**src/rtl/output_pack_if.sv**
```systemverilog
// CFU command port plus the upstream requantized-result stream for output_pack.
// valid/ready rule: a transfer happens on a rising edge where in_valid && in_ready; in_data must be held while in_valid && !in_ready.
interface output_pack_if #(
  parameter int INT32_SIZE = 32
);
  logic [6:0]                   cmd;
  logic [INT32_SIZE-1:0]        inp0;
  logic [INT32_SIZE-1:0]        inp1;
  logic [INT32_SIZE-1:0]        ret;
  logic                         output_buffer_valid;
  logic                         in_valid;
  logic signed [INT32_SIZE-1:0] in_data;
  logic                         in_ready;

  modport master (
    output cmd, inp0, inp1, in_valid, in_data,
    input  ret, output_buffer_valid, in_ready
  );

  modport slave (
    input  cmd, inp0, inp1, in_valid, in_data,
    output ret, output_buffer_valid, in_ready
  );
endinterface

```
**src/rtl/output_pack.sv**
```systemverilog
// Offset, clamp and pack four int8 results per 32-bit word into a FIFO drained by CFU commands.
// Define OUTPUT_PACK_SAT_COUNT_EN to add the clamp (saturation) counter read by command 7.
module output_pack #(
  parameter int INT32_SIZE = 32,
  parameter int FIFO_DEPTH = 16
) (
  input  logic         clk,
  input  logic         reset,
  output_pack_if.slave bus
);
  localparam int AW = $clog2(FIFO_DEPTH);
  localparam int CW = AW + 1;

  localparam logic [6:0] CMD_CLEAR  = 7'd0;
  localparam logic [6:0] CMD_OFFSET = 7'd1;
  localparam logic [6:0] CMD_MIN    = 7'd2;
  localparam logic [6:0] CMD_MAX    = 7'd3;
  localparam logic [6:0] CMD_POP    = 7'd4;
  localparam logic [6:0] CMD_STATUS = 7'd5;
  localparam logic [6:0] CMD_FLUSH  = 7'd6;
  localparam logic [6:0] CMD_SAT    = 7'd7;

  logic [INT32_SIZE-1:0]      output_offset, act_min, act_max;
  logic                       s1_valid;
  logic signed [INT32_SIZE:0] s1_data;
  logic [1:0]                 lane;
  logic [INT32_SIZE-1:0]      pack, push_word, lane_word, sat_value;
  logic                       push_valid, flush_pending, accept, pop, sat_hit;
  logic [INT32_SIZE-1:0]      mem [FIFO_DEPTH];
  logic [AW-1:0]              rd_ptr, wr_ptr;
  logic [CW-1:0]              count;
  logic signed [INT32_SIZE:0] min_ext, max_ext, lo_clamped, clamped;
  logic                       unused_inp0;

  assign unused_inp0             = ^bus.inp0;
  assign bus.output_buffer_valid = 1'b1;

  // Words already headed for the FIFO (S1 item + staged push) are reserved so the FIFO never overflows.
  assign bus.in_ready = !flush_pending &&
                        ((int'(count) + int'(push_valid) + int'(s1_valid)) <= (FIFO_DEPTH - 2));
  assign accept = bus.in_valid && bus.in_ready && (bus.cmd != CMD_CLEAR);
  assign pop    = (bus.cmd == CMD_POP) && (count != '0);

  always_comb begin
    min_ext    = {act_min[INT32_SIZE-1], act_min};
    max_ext    = {act_max[INT32_SIZE-1], act_max};
    lo_clamped = (s1_data < min_ext) ? min_ext : s1_data;
    clamped    = (lo_clamped > max_ext) ? max_ext : lo_clamped;
    sat_hit    = s1_valid && ((s1_data < min_ext) || (lo_clamped > max_ext));
    lane_word  = pack;
    lane_word[{lane, 3'b000} +: 8] = clamped[7:0];
  end

  always_ff @(posedge clk) begin
    if (reset) begin
      output_offset <= '0;
      act_min       <= '0;
      act_max       <= '0;
      s1_valid      <= 1'b0;
      s1_data       <= '0;
      lane          <= 2'd0;
      pack          <= '0;
      push_valid    <= 1'b0;
      push_word     <= '0;
      flush_pending <= 1'b0;
      rd_ptr        <= '0;
      wr_ptr        <= '0;
      count         <= '0;
      bus.ret       <= '0;
    end else if (bus.cmd == CMD_CLEAR) begin
      s1_valid      <= 1'b0;
      lane          <= 2'd0;
      pack          <= '0;
      push_valid    <= 1'b0;
      flush_pending <= 1'b0;
      rd_ptr        <= '0;
      wr_ptr        <= '0;
      count         <= '0;
      bus.ret       <= INT32_SIZE'(FIFO_DEPTH);
    end else begin
      case (bus.cmd)
        CMD_OFFSET: output_offset <= bus.inp1;
        CMD_MIN:    act_min       <= bus.inp1;
        CMD_MAX:    act_max       <= bus.inp1;
        CMD_POP:    bus.ret       <= pop ? mem[rd_ptr] : '0;
        CMD_STATUS: bus.ret       <= INT32_SIZE'({12'b0, flush_pending, lane, 1'b0, 16'(count)});
        CMD_FLUSH:  ;
        CMD_SAT:    bus.ret       <= sat_value;
        default:    bus.ret       <= '0;
      endcase

      s1_valid <= accept;
      if (accept) begin
        s1_data <= {bus.in_data[INT32_SIZE-1], bus.in_data} +
                   {output_offset[INT32_SIZE-1], output_offset};
      end

      push_valid <= 1'b0;
      if (s1_valid) begin
        lane <= lane + 2'd1;
        if (lane == 2'd3) begin
          push_valid <= 1'b1;
          push_word  <= lane_word;
          pack       <= '0;
        end else begin
          pack <= lane_word;
        end
      end else if (flush_pending && !push_valid) begin
        // Pipeline drained: emit whatever partial word is left.
        flush_pending <= 1'b0;
        if (lane != 2'd0) begin
          push_valid <= 1'b1;
          push_word  <= pack;
          pack       <= '0;
          lane       <= 2'd0;
        end
      end
      if (bus.cmd == CMD_FLUSH) flush_pending <= 1'b1;

      if (push_valid) wr_ptr <= wr_ptr + AW'(1);
      if (pop)        rd_ptr <= rd_ptr + AW'(1);
      count <= count + CW'(push_valid) - CW'(pop);
    end
  end

  always_ff @(posedge clk) begin
    if (push_valid) mem[wr_ptr] <= push_word;
  end

`ifdef OUTPUT_PACK_SAT_COUNT_EN
  logic [31:0] sat_count;

  always_ff @(posedge clk) begin
    if (reset || (bus.cmd == CMD_CLEAR)) begin
      sat_count <= '0;
    end else if (sat_hit && (sat_count != 32'hFFFF_FFFF)) begin
      sat_count <= sat_count + 32'd1;
    end
  end

  assign sat_value = INT32_SIZE'(sat_count);
`else
  logic unused_sat_hit;

  assign unused_sat_hit = sat_hit;
  assign sat_value      = '0;
`endif
endmodule

```
**src/flat_wrapper.sv**
```systemverilog
// flat-port wrapper written by rule: the top's interface ports become plain ports
module output_pack_flat 
#(
  parameter int INT32_SIZE = 32,
  parameter int FIFO_DEPTH = 16
)
  (clk, reset, bus_cmd, bus_inp0, bus_inp1, bus_in_valid, bus_in_data, bus_ret, bus_output_buffer_valid, bus_in_ready);
  output_pack_if #(.INT32_SIZE(INT32_SIZE)) bus_i ();
  input  logic clk;
  input  logic reset;
  input wire logic [$bits(bus_i.cmd)-1:0] bus_cmd;
  input wire logic [$bits(bus_i.inp0)-1:0] bus_inp0;
  input wire logic [$bits(bus_i.inp1)-1:0] bus_inp1;
  input wire logic [$bits(bus_i.in_valid)-1:0] bus_in_valid;
  input wire logic [$bits(bus_i.in_data)-1:0] bus_in_data;
  output wire logic [$bits(bus_i.ret)-1:0] bus_ret;
  output wire logic [$bits(bus_i.output_buffer_valid)-1:0] bus_output_buffer_valid;
  output wire logic [$bits(bus_i.in_ready)-1:0] bus_in_ready;
  assign bus_i.cmd = bus_cmd;
  assign bus_i.inp0 = bus_inp0;
  assign bus_i.inp1 = bus_inp1;
  assign bus_i.in_valid = bus_in_valid;
  assign bus_i.in_data = bus_in_data;
  assign bus_ret = bus_i.ret;
  assign bus_output_buffer_valid = bus_i.output_buffer_valid;
  assign bus_in_ready = bus_i.in_ready;
  output_pack #(.INT32_SIZE(INT32_SIZE), .FIFO_DEPTH(FIFO_DEPTH)) u_core (.clk(clk), .reset(reset), .bus(bus_i));
endmodule
```
**config.mk**
```make
export PLATFORM = sky130hd
export DESIGN_NAME = output_pack_flat
export DESIGN_NICKNAME = d
export VERILOG_FILES = /design/src/rtl/output_pack_if.sv /design/src/rtl/output_pack.sv /design/src/flat_wrapper.sv
export SDC_FILE = /design/constraint.sdc
export NUM_CORES = 1
export LEC_CHECK = 0
export CAP_MARGIN = 0
export CORE_ASPECT_RATIO = 1.1
export CORE_MARGIN = 3
export CORE_UTILIZATION = 45
export CTS_CLUSTER_DIAMETER = 50
export DETAILED_ROUTE_END_ITERATION = 10
export GPL_TIMING_DRIVEN = 0
export HOLD_SLACK_MARGIN = 0.12
export MAX_ROUTING_LAYER = met4
export SYNTH_ARGS = -nofsm -noshare
export SYNTH_HDL_FRONTEND = slang
export SYNTH_SLANG_ARGS = --single-unit
```
**constraint.sdc**
```tcl
create_clock -name clk -period 4.87 [get_ports clk]
set_input_delay 0.7305 -clock clk [delete_from_list [all_inputs] [get_ports clk]]
set_output_delay 0.7305 -clock clk [all_outputs]
set_load 0.02 [all_outputs]
```
==> impl_metrics.env, run 1 <==
export IMPL_seqCellArea_mm2=0.0203
export IMPL_drt_wl_total_um=90700
export IMPL_setup_violations_final=64
export IMPL_min_from="u_core.act_min[11]"
export IMPL_synth_commonest_cells="512 x edfxtp_1, 302 x nand2_1, 247 x dfxtp_1"
export IMPL_fmax_ghz=0.199
export IMPL_comb_power_share_pct=19.6
export IMPL_die_area_mm2=0.0756
export IMPL_maxCapViolCount=0
export IMPL_worst_slack_ns=-0.160
export IMPL_synthMuxAreaShare_pct=11.4
export IMPL_avgSynthCellArea_um2=13.7
export IMPL_synth_warnings=0
export IMPL_p_total_mw=17.7
export IMPL_remaining_drc_errors=0
export IMPL_synth_xor_area_share_pct=0.646
export IMPL_place_inst=3439
export IMPL_coreArea_mm2=0.0710
export IMPL_grt_pass1_vias=21700
export IMPL_crit_type="register to register"
export IMPL_yosys_most_used_dff="edfxtp_1"
export IMPL_synthesis_nets=2609
export IMPL_rsz0062_at_grt="true"
export IMPL_synth_edff_count=512
export IMPL_portBuffers=106
export IMPL_detail_route_antenna_nets=0
export IMPL_timing_rr_start="u_core.act_min[31]"
export IMPL_p_clk_share_pct=37.4
export IMPL_drtPass1Iterations=6
export IMPL_n_antenna_cell=0
export IMPL_synth_fa_ha_area_share_pct=4.78
export IMPL_grt_max_degree=26
export IMPL_grt_overflow=0
export IMPL_internal_power_mw=12.7
export IMPL_max_slew_worst_pin_slew_ns=1.33
export IMPL_cts_made_buffers=88
export IMPL_synth_most_common_cell="edfxtp_1"
export IMPL_die_w_um=262
export IMPL_cts_root_buf="clkbuf_16"
export IMPL_fill_cells=5781
export IMPL_netSwitchingPower_mw=5.06
export IMPL_hold_class="register to register"
export IMPL_clkTransAtPathRegs_ns=0.06
export IMPL_initial_core_util_pct=45.9
export IMPL_htreeDepth=3
export IMPL_p_seq_share_pct=43.0
export IMPL_cp_arrival_ns=5.57
export IMPL_finalCriticalPeriod_ns=5.03
export IMPL_clock_sinks=759
export IMPL_grt_use_total_pct=24.6
export IMPL_drtIter0Drc=1841
export IMPL_maxSlewViolCount=0
export IMPL_synth_simple_area_share_pct=7.90
export IMPL_area_growth_pct=20.7
export IMPL_syn_area_mm2=0.0325
export IMPL_fin_area_mm2=0.0393
export IMPL_drive_gt1_share_pct=19.1
export IMPL_pin_count=140
export IMPL_gp_congestion=0.898
export IMPL_synthDistinctLibCells=76
export IMPL_layout_nets=2865
export IMPL_synth_async_reset_ratio_pct=0
export IMPL_final_cells=3646
export IMPL_pre_cts_ws_ns=-1.83
export IMPL_end_kind="register"
export IMPL_synth_area_leaders="edfxtp_1 47%, dfxtp_1 15%, mux4_2 11%, ha_1 4.7%, nand2_1 3.5%"
export IMPL_multi_input_area_mm2=0.0121
export IMPL_clockBufferDepth=3
export IMPL_swShare_pct=28.5
export IMPL_grt_pass1_wl_um=136000
export IMPL_violations="setup timing"
export IMPL_hold_viol=0
export IMPL_worstPathMaxFanout=8
export IMPL_yosysTopAreaCellShare_pct=47.3
export IMPL_cellPowerDensity_mw_per_mm2=451
export IMPL_vias_per_cell=5.81
export IMPL_postCtsHoldBufs=0
export IMPL_synth_top_family_by_area="multiplexers"
export IMPL_insertion_delay_ns=0.64
export IMPL_vdd_drop_max_mv=0.346
export IMPL_ys_ff_latch=759
export IMPL_yosys_area_top_type="edfxtp_1"
export IMPL_dpl_hpwl_um=62800
export IMPL_wire_per_inst_um=24.9
export IMPL_num_rows=102
export IMPL_crit_path_start="u_core.act_min[31]"
export IMPL_antenna_found_initial=1
export IMPL_required_ns=5.41
export IMPL_synth_compound_area_share_pct=10.2
export IMPL_cts_tree="yes"
export IMPL_start_kind="register"
export IMPL_ys_seq_area_share_pct=62.4
export IMPL_relSlewSlack_pct=10.5
export IMPL_die_h_um=288
export IMPL_status="finished, violations left"
export IMPL_dpl_instance_area_mm2=0.0351
export IMPL_syn_inst=2380
export IMPL_period_share_pct=103
export IMPL_vias=21200
export IMPL_clock_skew_ns=0.0258
export IMPL_leakage_nw=13.3
[path summary, 6_finish.rpt]
| path | endpoint | slack [ns] | cells after the start |
|---|---|---|---|
| min | u_core.act_min[11] | 0.45 | 2 |
| min reg2reg | u_core.act_min[11] | 0.45 | 2 |
| max | u_core.push_word[27] | -0.16 | 24 |
| max reg2reg | u_core.push_word[27] | -0.16 | 24 |
[critical path: stages (launching register included)]
cell	delay, ns
dfxtp_2	0.35
inv_4	0.05
ha_4	0.27
nand4_1	0.16
nor4_4	0.41
a41oi_2	0.21
a21o_4	0.26
a21o_4	0.23
buf_6	0.12
and2_4	0.15
buf_8	0.14
buf_8	0.13
nand2_2	0.06
o21ai_2	0.07
ha_4	0.28
nand4_1	0.18
or4_4	0.58
nor2_4	0.13
a221oi_2	0.08
and3_4	0.19
o21ai_4	0.16
buf_12	0.18
o32ai_4	0.11
buf_12	0.17
a211oi_4	0.23
[logic make-up after synthesis]
kind of cell / Yosys count
adder cells (fa/ha/maj): 123
other: 1
AND/OR/NAND/NOR: 572
XOR/XNOR: 24
flip-flops: 759
buffers and inverters: 209
AO/OA/AOI/OAI: 520
multiplexers: 172
[sequential cells by signal, summed over array words and instances (netlist names), 2 cells and up, named ones only]
register              cells
u_core.lane               2
u_core.bus.ret           32
u_core.pack              32
u_core.act_min           32
u_core.output_offset     32
u_core.push_word         32
u_core.act_max           32
u_core.wr_ptr             4
u_core.s1_data           33
u_core.rd_ptr             4
u_core.count              5
u_core.mem              512
[timing repair]
action / CTS / global route
gates resized for setup: 125 / 38
gates cloned: 0 / 1
pin swaps: 43 / 44
setup buffers: 36 / 8
endpoints found under the setup margin: 64 / 68
[power groups by stage]
stage	registers (mW)	clock network (mW)	logic, mW
CTS	7.62	6.70	3.19
floorplan	7.57	0	1.38
global route	7.66	7.00	3.65
global placement	7.72	0	2.18
detailed placement	7.75	0	2.22
finish	7.63	6.62	3.47
[stage by stage]
step	setup TNS, ns	hold WS (ns)	utilization, %
6_report	-5.70	0.453	55.4
5_1_grt	-16.71	0.474	55.4
4_1_cts	-7.94	0.455	55.0
3_5_place_dp	-95.13	0.447	49.5
3_3_place_gp	-90.60	0.443	49.0
2_1_floorplan	0	0.436	-
[layer usage]
layer	routed length (µm)	track usage, %	share of wire (%)
met2	47800	43.9	53
met3	4610	2.85	5.1
met1	35900	29.6	40
met5	0	-	0
met4	2410	7.29	2.7
[cell usage in the layout (no fill, tap or decap), types with 10 or more instances in the layout]
master | netlist | layout
a211oi_2 | 0 | 31
a21o_1 | 26 | 24
a21oi_1 | 201 | 195
a22o_1 | 35 | 35
a22oi_1 | 26 | 26
and2_2 | 1 | 16
buf_1 | 22 | 22
buf_12 | 0 | 21
buf_2 | 14 | 11
buf_4 | 1 | 24
buf_6 | 2 | 13
clkbuf_1 | 78 | 96
clkbuf_16 | 0 | 91
clkdlybuf4s50_1 | 0 | 106
dfxtp_1 | 247 | 244
edfxtp_1 | 512 | 512
ha_1 | 121 | 114
inv_1 | 92 | 89
inv_6 | 0 | 12
mux2i_1 | 11 | 11
mux4_2 | 160 | 160
nand2_1 | 302 | 297
nand3_1 | 27 | 17
nand4_1 | 15 | 15
nor2_1 | 108 | 107
nor2b_1 | 11 | 11
nor3_1 | 17 | 16
o21ai_0 | 81 | 66
o21ai_1 | 6 | 13
o31a_1 | 12 | 12
or2_2 | 10 | 10
or3_1 | 10 | 10
xnor2_1 | 13 | 13
xor2_1 | 11 | 11
[cell type report]
class / instances / share of cell area [%]
Multi-Input combinational cell: 1412 / 30.8
Inverter: 92 / 0.886
Tap cell: 936 / 2.98
Buffer: 117 / 1.31
Sequential cell: 759 / 51.7
Clock buffer: 119 / 6.24
Timing Repair Buffer: 166 / 4.79
Clock inverter: 45 / 1.26
Power figures use the tool's default switching activity.
==> inputs of run 2 (changes only) <==
Settings changed: MAX_ROUTING_LAYER met4 to default.
==> impl_metrics.env, run 2 (synthesis gave the netlist of run 1 again) <==
export IMPL_maxCapViolCount=0
export IMPL_die_h_um=288
export IMPL_coreArea_mm2=0.0710
export IMPL_grt_pass1_vias=21800
export IMPL_start_kind="register"
export IMPL_end_kind="register"
export IMPL_seqCellArea_mm2=0.0203
export IMPL_vias_per_cell=5.85
export IMPL_relSlewSlack_pct=15.7
export IMPL_use_met3_pct=3.50
export IMPL_fmax_ghz=0.199
export IMPL_required_ns=5.40
export IMPL_cts_made_buffers=88
export IMPL_hold_depth=2
export IMPL_pre_cts_ws_ns=-2.05
export IMPL_cts_tree="yes"
export IMPL_remaining_drc_errors=0
export IMPL_top_usage_layer="met2"
export IMPL_rsz0062_at_grt="true"
export IMPL_period_share_pct=103
export IMPL_n_antenna_cell=0
export IMPL_grt_util_met1_pct=28.9
export IMPL_top_register="u_core.mem"
export IMPL_grt_use_total_pct=23.9
export IMPL_die_w_um=262
export IMPL_antenna_found_initial=0
export IMPL_violations="setup timing"
export IMPL_cellPowerDensity_mw_per_mm2=452
export IMPL_dpl_hpwl_um=62200
export IMPL_grt_overflow=0
export IMPL_drtIter0Drc=1958
export IMPL_clkTransAtPathRegs_ns=0.06
export IMPL_drtPass1Iterations=7
export IMPL_final_cell_mix="512 x edfxtp_1, 299 x nand2_1, 245 x dfxtp_1"
export IMPL_worst_slack_ns=-0.165
export IMPL_rr_worst_depth=24
export IMPL_grt_pass1_wl_um=135000
export IMPL_finalCriticalPeriod_ns=5.04
export IMPL_max_slew_worst_pin_slew_ns=1.26
export IMPL_leakage_nw=13.2
export IMPL_hold_class="register to register"
export IMPL_vias=21300
export IMPL_worstPathMaxFanout=8
export IMPL_fill_cells=5753
export IMPL_drt_wl_total_um=90700
export IMPL_grt_max_degree=28
export IMPL_portBuffers=106
export IMPL_htreeDepth=3
export IMPL_num_rows=102
export IMPL_setup_violations_final=61
export IMPL_gp_congestion=0.900
export IMPL_fin_setup_tns_ns=-5.31
export IMPL_detail_route_antenna_nets=0
export IMPL_clockBufferDepth=3
export IMPL_hold_viol=0
export IMPL_initial_core_util_pct=45.9
export IMPL_final_common_cell="edfxtp_1"
export IMPL_multi_input_area_mm2=0.0120
export IMPL_vdd_drop_max_mv=0.282
export IMPL_top_regs="u_core.mem: 512 flops, u_core.s1_data: 33 flops"
export IMPL_grt_met2_usage_pct=43.3
export IMPL_drive_gt1_share_pct=18.7
export IMPL_maxSlewViolCount=0
export IMPL_layout_nets=2862
export IMPL_die_area_mm2=0.0756
export IMPL_area_growth_pct=20.7
export IMPL_cts_root_buf="clkbuf_16"
export IMPL_wire_per_inst_um=24.9
export IMPL_largest_register_ffs=512
export IMPL_cp_arrival_ns=5.56
export IMPL_clock_skew_ns=0.0420
export IMPL_status="finished, violations left"
export IMPL_insertion_delay_ns=0.66
export IMPL_crit_type="register to register"
export IMPL_clock_sinks=759
export IMPL_pin_count=140
run 2: through the flow:
step	hold slack [ns]	std cells	utilization, %	cell area (µm²)	power [mW]
4_1_cts	0.455	3636	55.0	39100	17.6
3_5_place_dp	0.448	3438	49.5	35100	9.97
3_3_place_gp	0.443	3422	49.0	34800	9.89
6_report	0.453	3643	55.3	39300	17.7
5_1_grt	0.473	3643	55.3	39300	18.3
2_1_floorplan	0.436	2380	-	32500	8.95
run 2: final cells by class:
| cell class | count | area share [%] |
|---|---|---|
| timing repair buffer | 163 | 4.78 |
| tap | 936 | 2.98 |
| buffer | 117 | 1.30 |
| clock buffer | 111 | 6.06 |
| sequential | 759 | 51.8 |
| inverter | 92 | 0.886 |
| clock inverter | 53 | 1.54 |
| multi-input combinational | 1412 | 30.7 |
run 2: path summary, 6_finish.rpt:
kind                      start                   to  slack [ns]
max          u_core.act_min[31]  u_core.push_word[7]       -0.17
min           u_core.act_max[8]    u_core.act_max[8]        0.45
max reg2reg  u_core.act_min[31]  u_core.push_word[7]       -0.17
min reg2reg   u_core.act_max[8]    u_core.act_max[8]        0.45
run 2: critical path: stages, from the launching register on:
cell and delay (ns):
dfxtp_2 0.35, inv_4 0.06, ha_4 0.27, nand4_1 0.17, nor4_4 0.40, a41oi_2 0.16
a21o_1 0.24, a21o_4 0.25, buf_6 0.12, and2_4 0.15, buf_8 0.15, buf_8 0.13
nand2_4 0.07, o21ai_4 0.07, ha_4 0.27, nand4_1 0.18, or4_4 0.61, nor2_4 0.16
a221oi_4 0.10, and3_4 0.22, o21ai_4 0.14, buf_12 0.18, o32ai_4 0.10, buf_12 0.16
a211oi_2 0.20
run 2: timing repair:
| item | in CTS | in global routing |
|---|---|---|
| hold buffers | 0 | 0 |
| cloned | 1 | 0 |
| gates resized for setup | 114 | 30 |
| endpoints found under the setup margin | 64 | 66 |
| pin swaps | 48 | 39 |
| setup buffers | 34 | 12 |
run 2: layer usage:
layer / vias to the layer above / share of wire (%)
met2: 696 / 52
met4: 0 / 3.3
li1: 9643 / -
met5: - / 0
met3: 164 / 5.6
met1: 10800 / 39
run 2: where the power goes:
part | switching, mW | total [mW] | internal, mW | leakage [nW]
combinational | 1.89 | 3.43 | 1.54 | 5.06
clock | 2.77 | 6.68 | 3.91 | 1.44
sequential | 0.374 | 7.63 | 7.25 | 6.72
